--- src/rtl/writeback_arbiter_if.sv ---
// Signal bundle between the writeback buffer, long-latency unit and register-file port.
// The master side drives requests; the slave side (the arbiter) drives the write port.
interface writeback_arbiter_if #(
  parameter int DATA_W = 64,
  parameter int ADDR_W = 5
) ();
  logic              wb_regwrite;
  logic [ADDR_W-1:0] wb_addr;
  logic [DATA_W-1:0] wb_data;
  logic              wb_setflags;
  logic [3:0]        wb_flags;
  logic              lu_valid;
  logic              lu_ready;
  logic [ADDR_W-1:0] lu_addr;
  logic [DATA_W-1:0] lu_data;
  logic              rf_we;
  logic [ADDR_W-1:0] rf_addr;
  logic [DATA_W-1:0] rf_data;
  logic              flags_we;
  logic [3:0]        flags_out;
  logic              halt;
  logic [1:0]        fifo_count;

  modport master (
    output wb_regwrite, wb_addr, wb_data, wb_setflags, wb_flags,
    output lu_valid, lu_addr, lu_data,
    input  lu_ready, rf_we, rf_addr, rf_data, flags_we, flags_out, halt, fifo_count
  );

  modport slave (
    input  wb_regwrite, wb_addr, wb_data, wb_setflags, wb_flags,
    input  lu_valid, lu_addr, lu_data,
    output lu_ready, rf_we, rf_addr, rf_data, flags_we, flags_out, halt, fifo_count
  );
endinterface

--- src/rtl/writeback_arbiter.sv ---
// Shares the register-file write port between the pipeline (priority) and a 2-entry
// FIFO of long-latency results; a one-cycle halt steals the port when the FIFO starves.
module writeback_arbiter #(
  parameter int DATA_W       = 64,
  parameter int ADDR_W       = 5,
  parameter int STARVE_LIMIT = 4
) (
  input  logic                clk,
  input  logic                rst,
  writeback_arbiter_if.slave  bus
);

  localparam int              CNT_W    = $clog2(STARVE_LIMIT + 1);
  localparam logic [0:0]      ST_PASS  = 1'b0;
  localparam logic [0:0]      ST_STEAL = 1'b1;
  localparam logic [ADDR_W-1:0] XZR    = ADDR_W'(31);
  localparam logic [CNT_W-1:0] LIMIT_C = CNT_W'(STARVE_LIMIT);
  localparam logic [CNT_W-1:0] ONE_C   = CNT_W'(1);

  logic [0:0]        r_state;
  logic              r_halt;
  logic [1:0]        r_count;
  logic              r_rd_ptr;
  logic              r_wr_ptr;
  logic [CNT_W-1:0]  r_starve_cnt;
  logic [ADDR_W-1:0] r_fifo_addr [2];
  logic [DATA_W-1:0] r_fifo_data [2];

  logic              w_nonempty;
  logic              w_full;
  logic              w_pipe_win;
  logic              w_fifo_win;
  logic              w_starving;
  logic              w_steal_req;
  logic              w_push;
  logic              w_lu_ready;
  logic [0:0]        w_next_state;
  logic [ADDR_W-1:0] w_win_addr;
  logic [DATA_W-1:0] w_win_data;

  // Port arbitration, FIFO handshake and steal decision.
  always_comb begin
    w_nonempty  = (r_count != 2'd0);
    w_full      = (r_count == 2'd2);
    w_pipe_win  = (r_state == ST_PASS) && bus.wb_regwrite;
    w_fifo_win  = w_nonempty && !w_pipe_win;
    w_starving  = w_pipe_win && w_nonempty;
    w_lu_ready  = rst && !w_full;
    w_push      = bus.lu_valid && w_lu_ready;
    // Steal on the LIMIT-th consecutive starved cycle, or when a result is stuck behind a full FIFO.
    w_steal_req = w_pipe_win &&
                  ((w_starving && ((r_starve_cnt + ONE_C) == LIMIT_C)) ||
                   (w_full && bus.lu_valid));
    case (r_state)
      ST_PASS:  w_next_state = w_steal_req ? ST_STEAL : ST_PASS;
      ST_STEAL: w_next_state = ST_PASS;
      default:  w_next_state = ST_PASS;
    endcase
    if (w_pipe_win) begin
      w_win_addr = bus.wb_addr;
      w_win_data = bus.wb_data;
    end else begin
      w_win_addr = r_fifo_addr[r_rd_ptr];
      w_win_data = r_fifo_data[r_rd_ptr];
    end
  end

  // Drive the register-file and flags ports.
  always_comb begin
    bus.rf_we      = (w_pipe_win || w_fifo_win) && (w_win_addr != XZR);
    bus.rf_addr    = w_win_addr;
    bus.rf_data    = w_win_data;
    bus.flags_we   = (r_state == ST_PASS) && bus.wb_setflags;
    bus.flags_out  = bus.wb_flags;
    bus.lu_ready   = w_lu_ready;
    bus.halt       = r_halt;
    bus.fifo_count = r_count;
  end

  // State, occupancy, pointers and starvation counter.
  always_ff @(posedge clk or negedge rst) begin
    if (!rst) begin
      r_state      <= ST_PASS;
      r_halt       <= 1'b0;
      r_count      <= 2'd0;
      r_rd_ptr     <= 1'b0;
      r_wr_ptr     <= 1'b0;
      r_starve_cnt <= '0;
    end else begin
      r_state <= w_next_state;
      r_halt  <= (w_next_state == ST_STEAL);
      case ({w_push, w_fifo_win})
        2'b10:   r_count <= r_count + 2'd1;
        2'b01:   r_count <= r_count - 2'd1;
        default: r_count <= r_count;
      endcase
      if (w_push) begin
        r_wr_ptr <= ~r_wr_ptr;
      end
      if (w_fifo_win) begin
        r_rd_ptr <= ~r_rd_ptr;
      end
      if (w_next_state == ST_STEAL) begin
        r_starve_cnt <= '0;
      end else if (w_starving) begin
        r_starve_cnt <= (r_starve_cnt == LIMIT_C) ? LIMIT_C : (r_starve_cnt + ONE_C);
      end else begin
        r_starve_cnt <= '0;
      end
    end
  end

  // FIFO storage; contents are don't-care after reset.
  always_ff @(posedge clk) begin
    if (w_push) begin
      r_fifo_addr[r_wr_ptr] <= bus.lu_addr;
      r_fifo_data[r_wr_ptr] <= bus.lu_data;
    end
  end

endmodule

--- src/flat_wrapper.sv ---
// flat-port wrapper written by rule: the top's interface ports become plain ports
module writeback_arbiter_flat 
#(
  parameter int DATA_W       = 64,
  parameter int ADDR_W       = 5,
  parameter int STARVE_LIMIT = 4
)
  (clk, rst, bus_wb_regwrite, bus_wb_addr, bus_wb_data, bus_wb_setflags, bus_wb_flags, bus_lu_valid, bus_lu_addr, bus_lu_data, bus_lu_ready, bus_rf_we, bus_rf_addr, bus_rf_data, bus_flags_we, bus_flags_out, bus_halt, bus_fifo_count);
  writeback_arbiter_if #(.DATA_W(DATA_W), .ADDR_W(ADDR_W)) bus_i ();
  input  logic clk;
  input  logic rst;
  input wire logic [$bits(bus_i.wb_regwrite)-1:0] bus_wb_regwrite;
  input wire logic [$bits(bus_i.wb_addr)-1:0] bus_wb_addr;
  input wire logic [$bits(bus_i.wb_data)-1:0] bus_wb_data;
  input wire logic [$bits(bus_i.wb_setflags)-1:0] bus_wb_setflags;
  input wire logic [$bits(bus_i.wb_flags)-1:0] bus_wb_flags;
  input wire logic [$bits(bus_i.lu_valid)-1:0] bus_lu_valid;
  input wire logic [$bits(bus_i.lu_addr)-1:0] bus_lu_addr;
  input wire logic [$bits(bus_i.lu_data)-1:0] bus_lu_data;
  output wire logic [$bits(bus_i.lu_ready)-1:0] bus_lu_ready;
  output wire logic [$bits(bus_i.rf_we)-1:0] bus_rf_we;
  output wire logic [$bits(bus_i.rf_addr)-1:0] bus_rf_addr;
  output wire logic [$bits(bus_i.rf_data)-1:0] bus_rf_data;
  output wire logic [$bits(bus_i.flags_we)-1:0] bus_flags_we;
  output wire logic [$bits(bus_i.flags_out)-1:0] bus_flags_out;
  output wire logic [$bits(bus_i.halt)-1:0] bus_halt;
  output wire logic [$bits(bus_i.fifo_count)-1:0] bus_fifo_count;
  assign bus_i.wb_regwrite = bus_wb_regwrite;
  assign bus_i.wb_addr = bus_wb_addr;
  assign bus_i.wb_data = bus_wb_data;
  assign bus_i.wb_setflags = bus_wb_setflags;
  assign bus_i.wb_flags = bus_wb_flags;
  assign bus_i.lu_valid = bus_lu_valid;
  assign bus_i.lu_addr = bus_lu_addr;
  assign bus_i.lu_data = bus_lu_data;
  assign bus_lu_ready = bus_i.lu_ready;
  assign bus_rf_we = bus_i.rf_we;
  assign bus_rf_addr = bus_i.rf_addr;
  assign bus_rf_data = bus_i.rf_data;
  assign bus_flags_we = bus_i.flags_we;
  assign bus_flags_out = bus_i.flags_out;
  assign bus_halt = bus_i.halt;
  assign bus_fifo_count = bus_i.fifo_count;
  writeback_arbiter #(.DATA_W(DATA_W), .ADDR_W(ADDR_W), .STARVE_LIMIT(STARVE_LIMIT)) u_core (.clk(clk), .rst(rst), .bus(bus_i));
endmodule
--- config.mk ---
export PLATFORM = sky130hd
export DESIGN_NAME = writeback_arbiter_flat
export DESIGN_NICKNAME = d
export VERILOG_FILES = /design/src/rtl/writeback_arbiter_if.sv /design/src/rtl/writeback_arbiter.sv /design/src/flat_wrapper.sv
export SDC_FILE = /design/constraint.sdc
export NUM_CORES = 1
export LEC_CHECK = 0
export ABC_AREA = 0
export BUFFER_PORTS_ARGS = -buffer_cell sky130_fd_sc_hd__buf_2
export CORE_MARGIN = 4
export CORE_UTILIZATION = 53
export CTS_CLUSTER_DIAMETER = 50
export DETAILED_ROUTE_END_ITERATION = 6
export GPL_TIMING_DRIVEN = 1
export PLACE_DENSITY = 0.85
export SLEW_MARGIN = 10
export SYNTH_ARGS = -nofsm -noshare
export SYNTH_HDL_FRONTEND = slang
export SYNTH_SLANG_ARGS = --single-unit
--- constraint.sdc ---
create_clock -name clk -period 8.2 [get_ports clk]
set_input_delay 0 -clock clk [delete_from_list [all_inputs] [get_ports clk]]
set_output_delay 0 -clock clk [all_outputs]
set_load 0.1 [all_outputs]
Yosys cells after proc, flatten, opt, wreduce, memory -nomap -nowiden
Memories as Yosys holds them, arrays and structs flattened.
Index checks and enable logic that the tools add are counted.
Widths: inputs -> output; s select.
{"block": "word_totals", "regBits": 8, "mem_bits_rw": 138, "in_bits": 147, "output_inout_bits": 79, "wordCells": 45, "mem_count": 2}
{"block": "classes", "n_addsub": 3, "eq_ne": 6, "muxes": 10, "bitwise_logic": 3, "n_reduce_logical": 16}
{"name": "u_core.r_fifo_data", "depth": 2, "width": 64, "rd": 1, "rd_ports_with_merged_regs": 0, "wr": 1, "line": "writeback_arbiter.sv:27", "rtl": "logic [DATA_W-1:0] r_fifo_data [2];"}
{"name": "u_core.r_fifo_addr", "depth": 2, "width": 5, "rd": 1, "rd_ports_with_merged_regs": 0, "wr": 1, "line": "writeback_arbiter.sv:26", "rtl": "logic [ADDR_W-1:0] r_fifo_addr [2];"}
{"cell": "$mux 64", "n": 1}
{"cell": "$logic_and 1x1->1", "n": 10}
{"cell": "$mux 3", "n": 3}
{"cell": "$eq 3x3->1 const B", "n": 2}
{"cell": "$mux 5", "n": 1}
{"cell": "$ne 5x5->1 const B", "n": 1}
{"cell": "$eq 2x2->1 const B", "n": 2}
{"cell": "$pmux 2 s2", "n": 1}
{"cell": "$reduce_bool 2->1", "n": 2}
{"cell": "$add 3x1->3 const B", "n": 1}
{"cell": "$mux 1", "n": 3}
{"cell": "$not 1->1", "n": 3}
{"cell": "$add 2x1->2 const B", "n": 1}
{"cell": "$eq 2x1->1 const B", "n": 1}
{"cell": "$logic_not 1->1", "n": 2}
{"cell": "$logic_or 1x1->1", "n": 2}
{"cell": "$pmux 1 s2", "n": 1}
{"cell": "$sub 2x1->2 const B", "n": 1}

Depth between registers and ports, before layout
{"block": "logic_depth", "word_depth": 9, "mapped_depth": 8, "mapped_depth_nobuf": 7}

Least setup slack after synthesis
OpenSTA, ideal clock, no wires.
{"block": "synth_path", "kind": "register to register", "from": "register u_core.r_count[0] (netlist: u_core.bus.fifo_count[0])", "to": "memory u_core.r_fifo_addr[0][0], enable pin", "setup_time_ns": 0.497, "arrival_time_ns": 6.018, "t_required_ns": 7.703, "path_slack_ns": 1.685, "path_stages_with_launch": 6, "path_buffers": 1, "period_less_slack_ns": 6.515, "cell_sequence": "dfrtp_1 buf_2 inv_1 a21boi_1 nand2_1 nor2_1"}
{"block": "synth_between", "elab_chain_cells": 6}
{"element": "start, declared", "line": "writeback_arbiter.sv:22", "rtl": "logic [1:0] r_count;"}
{"element": "start signal, assigned", "line": "writeback_arbiter.sv:93", "rtl": "2'b10: r_count <= r_count + 2'd1;"}
{"element": "start signal, assigned", "line": "writeback_arbiter.sv:94", "rtl": "2'b01: r_count <= r_count - 2'd1;"}
{"element": "start signal, assigned", "line": "writeback_arbiter.sv:95", "rtl": "default: r_count <= r_count;"}
{"element": "$eq 2x2->1", "line": "writeback_arbiter.sv:44", "rtl": "w_full = (r_count == 2'd2);"}
{"element": "$logic_not 1->1", "line": "writeback_arbiter.sv:48", "rtl": "w_lu_ready = rst && !w_full;"}
{"element": "$logic_and 1x1->1", "line": "writeback_arbiter.sv:48"}
{"element": "named net bus_lu_ready", "line": "flat_wrapper.sv:20", "rtl": "output wire logic [$bits(bus_i.lu_ready)-1:0] bus_lu_ready;"}
{"element": "$logic_and 1x1->1", "line": "writeback_arbiter.sv:49", "rtl": "w_push = bus.lu_valid && w_lu_ready;"}
{"element": "$mux 1", "line": "writeback_arbiter.sv:115", "rtl": "if (w_push) begin"}
{"element": "$mux 1 (implied by the code)", "line": "writeback_arbiter.sv:116", "rtl": "r_fifo_addr[r_wr_ptr] <= bus.lu_addr;"}
{"element": "end, declared", "line": "writeback_arbiter.sv:26"}
The timed path passes the listed nets, and every way through them passes these cells.

Final worst setup path
{"block": "layout_path", "from": "register u_core.r_rd_ptr", "to": "output port bus_rf_we"}
{"block": "layout_between", "elab_chain_cells": 4}
{"element": "start, declared", "line": "writeback_arbiter.sv:23", "rtl": "logic r_rd_ptr;"}
{"element": "start signal, assigned", "line": "writeback_arbiter.sv:101", "rtl": "r_rd_ptr <= ~r_rd_ptr;"}
{"element": "$mem_v2 2x5"}
{"element": "$mux 5", "line": "writeback_arbiter.sv:59", "rtl": "if (w_pipe_win) begin"}
{"element": "$ne 5x5->1", "line": "writeback_arbiter.sv:70", "rtl": "bus.rf_we = (w_pipe_win || w_fifo_win) && (w_win_addr != XZR);"}
{"element": "$logic_and 1x1->1", "line": "writeback_arbiter.sv:70"}
{"element": "end, declared", "line": "flat_wrapper.sv:21", "rtl": "output wire logic [$bits(bus_i.rf_we)-1:0] bus_rf_we;"}
No other way between the ends.

==> impl_metrics.json <==
{
  "min_to": "bus_flags_out[0]",
  "critical_path.top_delay_family": "buffers and inverters",
  "setup_viol": 0,
  "synth_fa_ha_area_frac": 0.00822,
  "startpoint": "u_core.r_rd_ptr",
  "cp_num_buf_inv": 2,
  "routedWlPerCell_um": 17.7,
  "crit_slowest_cell": "dfrtp_4",
  "cp_slowest_stage_delay_ns": 0.82,
  "synth_compound_area_frac": 0.0598,
  "wl_um": 15300,
  "nNetsFinal": 855,
  "synth_cell_types": 25,
  "drc_errors": 0,
  "holdPathStages": 0,
  "fp.dieW_um": 115,
  "critPathKind": "reg2out",
  "vias": 4508,
  "drt-initial-drc-count": 204,
  "detail_route.vias_per_cell": 5.24,
  "timing.final.ws_setup_ns": 5.14,
  "top_layer": "met4",
  "drt_pass1_iterations": 5,
  "cp.arrival_ns": 3.06,
  "avgSynthCellArea_um2": 14.5,
  "rsz0062_at_grt": "false",
  "rr_endpoint": "u_core.r_fifo_data[0][28]",
  "max_freq_mhz": 327,
  "antenna_found_initial": 2,
  "ant_nets": 0,
  "final_cells": 860,
  "finalMaxSlewViolations": 0,
  "synthMuxAreaShare": 0.118,
  "ff_latch_area_um2": 4350,
  "grt_max_degree": 76,
  "clkTransAtPathRegs_ns": 0.06,
  "placed_area_um2": 7220,
  "clock_path_buffers": 2,
  "worstHoldPathType": "in2out",
  "status": "finished clean",
  "hold_viol_final": 0,
  "fin_tns_setup_ns": 0,
  "finalPower_mw": 3.11,
  "grt_pass1_vias": 4680,
  "hold_start": "bus_wb_flags[0]",
  "cts-resized-gates": 0,
  "hpwlAfterDp_um": 9240,
  "finalCriticalPeriod_ns": 3.06,
  "cts-root-buf": "clkbuf_16",
  "yosys.area_share.simple": 0.0584,
  "rows": 38,
  "syn-num-nets": 572,
  "gp_congestion": 0.742,
  "peakVddDrop_mv": 0.284,
  "cts_tree": "built",
  "core_um2": 11000,
  "cts_buffers": 17,
  "syn_inst": 421,
  "ys_seq_elements": 146,
  "synth_xor_xnor_area_share": 0.00719,
  "htree_levels": 4,
  "seq_area_frac_synth": 0.714,
  "p_leak_nw": 3.60,
  "rr_startpoint": "u_core.bus.fifo_count[0]",
  "wirelength_met1_um": 5440,
  "syn_area_um2": 6090,
  "cp-start-kind": "flip-flop",
  "drive_gt1_frac": 0.360,
  "maxSlewHeadroom": 0.342,
  "pin_count": 226,
  "start_util": 0.552,
  "io_buffers": 217,
  "clkSinkCount": 146,
  "track_usage": 0.237,
  "end_kind": "output pin",
  "r2r_slack_ns": 5.47,
  "grt_pass1_wl_um": 23300,
  "crit_chain": "buf_4 > mux2i_1 > mux2_4 > nor4b_2 > a31oi_1 > buf_2",
  "design_area_um2": 8530,
  "multi_input_area_um2": 1550,
  "synth_warnings": 0,
  "r2r_cells": 5,
  "insertion_delay_ns": 0.41,
  "place_inst": 752,
  "synth_top_family_by_area": "multiplexers",
  "grt-ovfl-total": 0,
  "fill_cells": 623,
  "dp_slack_ns": 5.48,
  "dr_wl_met2_um": 7960,
  "worstPathRequired_ns": 8.20,
  "area_delta_synth_final_pct": 40.1,
  "dieArea_um2": 13300,
  "fin_crit_sh": 0.373,
  "drv.max_cap_violation_count": 0,
  "clock_skew_ns": 0.00856,
  "power.density_nw_per_um2": 365,
  "chipHeight_um": 115,
  "wl_met3_um": 1250,
  "tightest_slew_ns": 0.984,
  "cp_max_fo": 36
}
-- power by group --
part           switching, mW  leakage [nW]  total (mW)  internal, mW
clock network          0.292         0.265       0.738         0.447
registers             0.0789          1.36        1.01         0.932
logic                   1.08          1.97        1.36         0.286
-- cells by family (layout without fill, tap and decap cells) --
kind of cell	count (synthesis)	count (layout)
flip-flops	146	146
AO/OA/AOI/OAI	72	72
XOR/XNOR	5	5
buffers and inverters	39	335
AND/OR/NAND/NOR	84	84
adder cells (fa/ha/maj)	4	4
other	0	3
multiplexers	71	71
-- through the flow --
stage | hold WS (ns) | utilization
after floorplan | -0.296 | -
after global placement | -0.149 | 0.654
after detailed placement | -0.136 | 0.654
after CTS | 0.00118 | 0.772
after global routing | 0.000277 | 0.773
final | 0.0000439 | 0.773
-- registers in the layout, summed over array words and instances (netlist names) --
signal                 cells
u_core.r_fifo_data       128
u_core.r_fifo_addr        10
u_core.r_starve_cnt        3
u_core.bus.fifo_count      2
u_core.r_rd_ptr            1
u_core.r_state             1
u_core.r_wr_ptr            1
-- cell type report --
cell class / instances / area share
Multi-Input combinational cell: 236 / 0.182
Timing Repair Buffer: 293 / 0.216
Tap cell: 140 / 0.0205
Antenna cell: 3 / 0.000880
Clock inverter: 13 / 0.0163
Clock buffer: 19 / 0.0508
Sequential cell: 146 / 0.510
Inverter: 10 / 0.00440
-- worst reg2reg max path, stage by stage (launching register included) --
cell and delay [ns]:
dfrtp_1 0.47, inv_1 0.09, a21boi_1 0.24, nand2_1 0.19, nor2_4 0.78, buf_4 0.58
-- layer usage --
metal	global-route usage	vias up
met5	0	-
met4	0.130	0
met3	0.0674	52
met2	0.410	249
met1	0.262	2102
li1	-	2105
-- synthesized netlist by cell type (all sizes together) --
master / count / area share
and3: 1 / 0.0010
mux2: 2 / 0.0049
nor3b: 1 / 0.0012
nor2: 6 / 0.0037
clkbuf: 5 / 0.0031
nand2: 69 / 0.043
buf: 24 / 0.025
a31oi: 1 / 0.0010
dfrtp: 8 / 0.033
a21oi: 4 / 0.0033
mux2i: 69 / 0.11
nor3: 2 / 0.0016
ha: 4 / 0.0082
edfxtp: 138 / 0.68
o21ai: 66 / 0.054
or3: 1 / 0.0010
xor2: 2 / 0.0029
xnor2: 3 / 0.0043
inv: 10 / 0.0062
a21boi: 1 / 0.0012
and2b: 2 / 0.0025
nand2b: 1 / 0.0023
nor4b: 1 / 0.0025
-- cells in the final DEF, fill, tap and decap left out --
master	Yosys	final
xnor2_1	3	3
clkinv_4	0	3
edfxtp_1	138	138
and2b_1	2	1
mux2_4	2	2
ha_1	4	4
clkbuf_16	0	17
nor2_1	6	5
diode_2	0	3
dlygate4sd3_1	0	73
and3_4	0	1
clkinvlp_4	0	5
clkinv_2	0	3
buf_2	12	217
nand2b_4	1	1
dfrtp_4	0	1
bufinv_16	0	2
nor3b_1	1	1
inv_1	10	10
buf_4	11	3
o21ai_0	66	66
clkbuf_1	5	2
xor2_1	2	2
nor3_1	2	2
a31oi_1	1	1
nor2_4	0	1
and2b_4	0	1
nand2_1	69	69
mux2i_1	69	69
a21oi_1	4	4
nor4b_2	1	1
or3_1	1	1
a21boi_1	1	1
dfrtp_1	8	7
-- worst max-delay path by stage --
stage | to | slack [ns] | cells after the start
floorplan | u_core.r_fifo_addr[0][0] | 1.69 | 5
global placement | u_core.r_fifo_addr[0][3] | 5.61 | 5
detailed placement | u_core.r_fifo_addr[0][1] | 5.48 | 5
CTS | bus_rf_we | 5.07 | 6
global route | bus_rf_we | 4.94 | 6
finish | bus_rf_we | 5.14 | 6
-- timing repair --
action | in CTS | in global routing
buffers inserted | 0 | 0
hold buffers | 73 | 0
hold endpoints to repair | 147 | 0
Note: power is estimated with default switching activity, not from simulation.
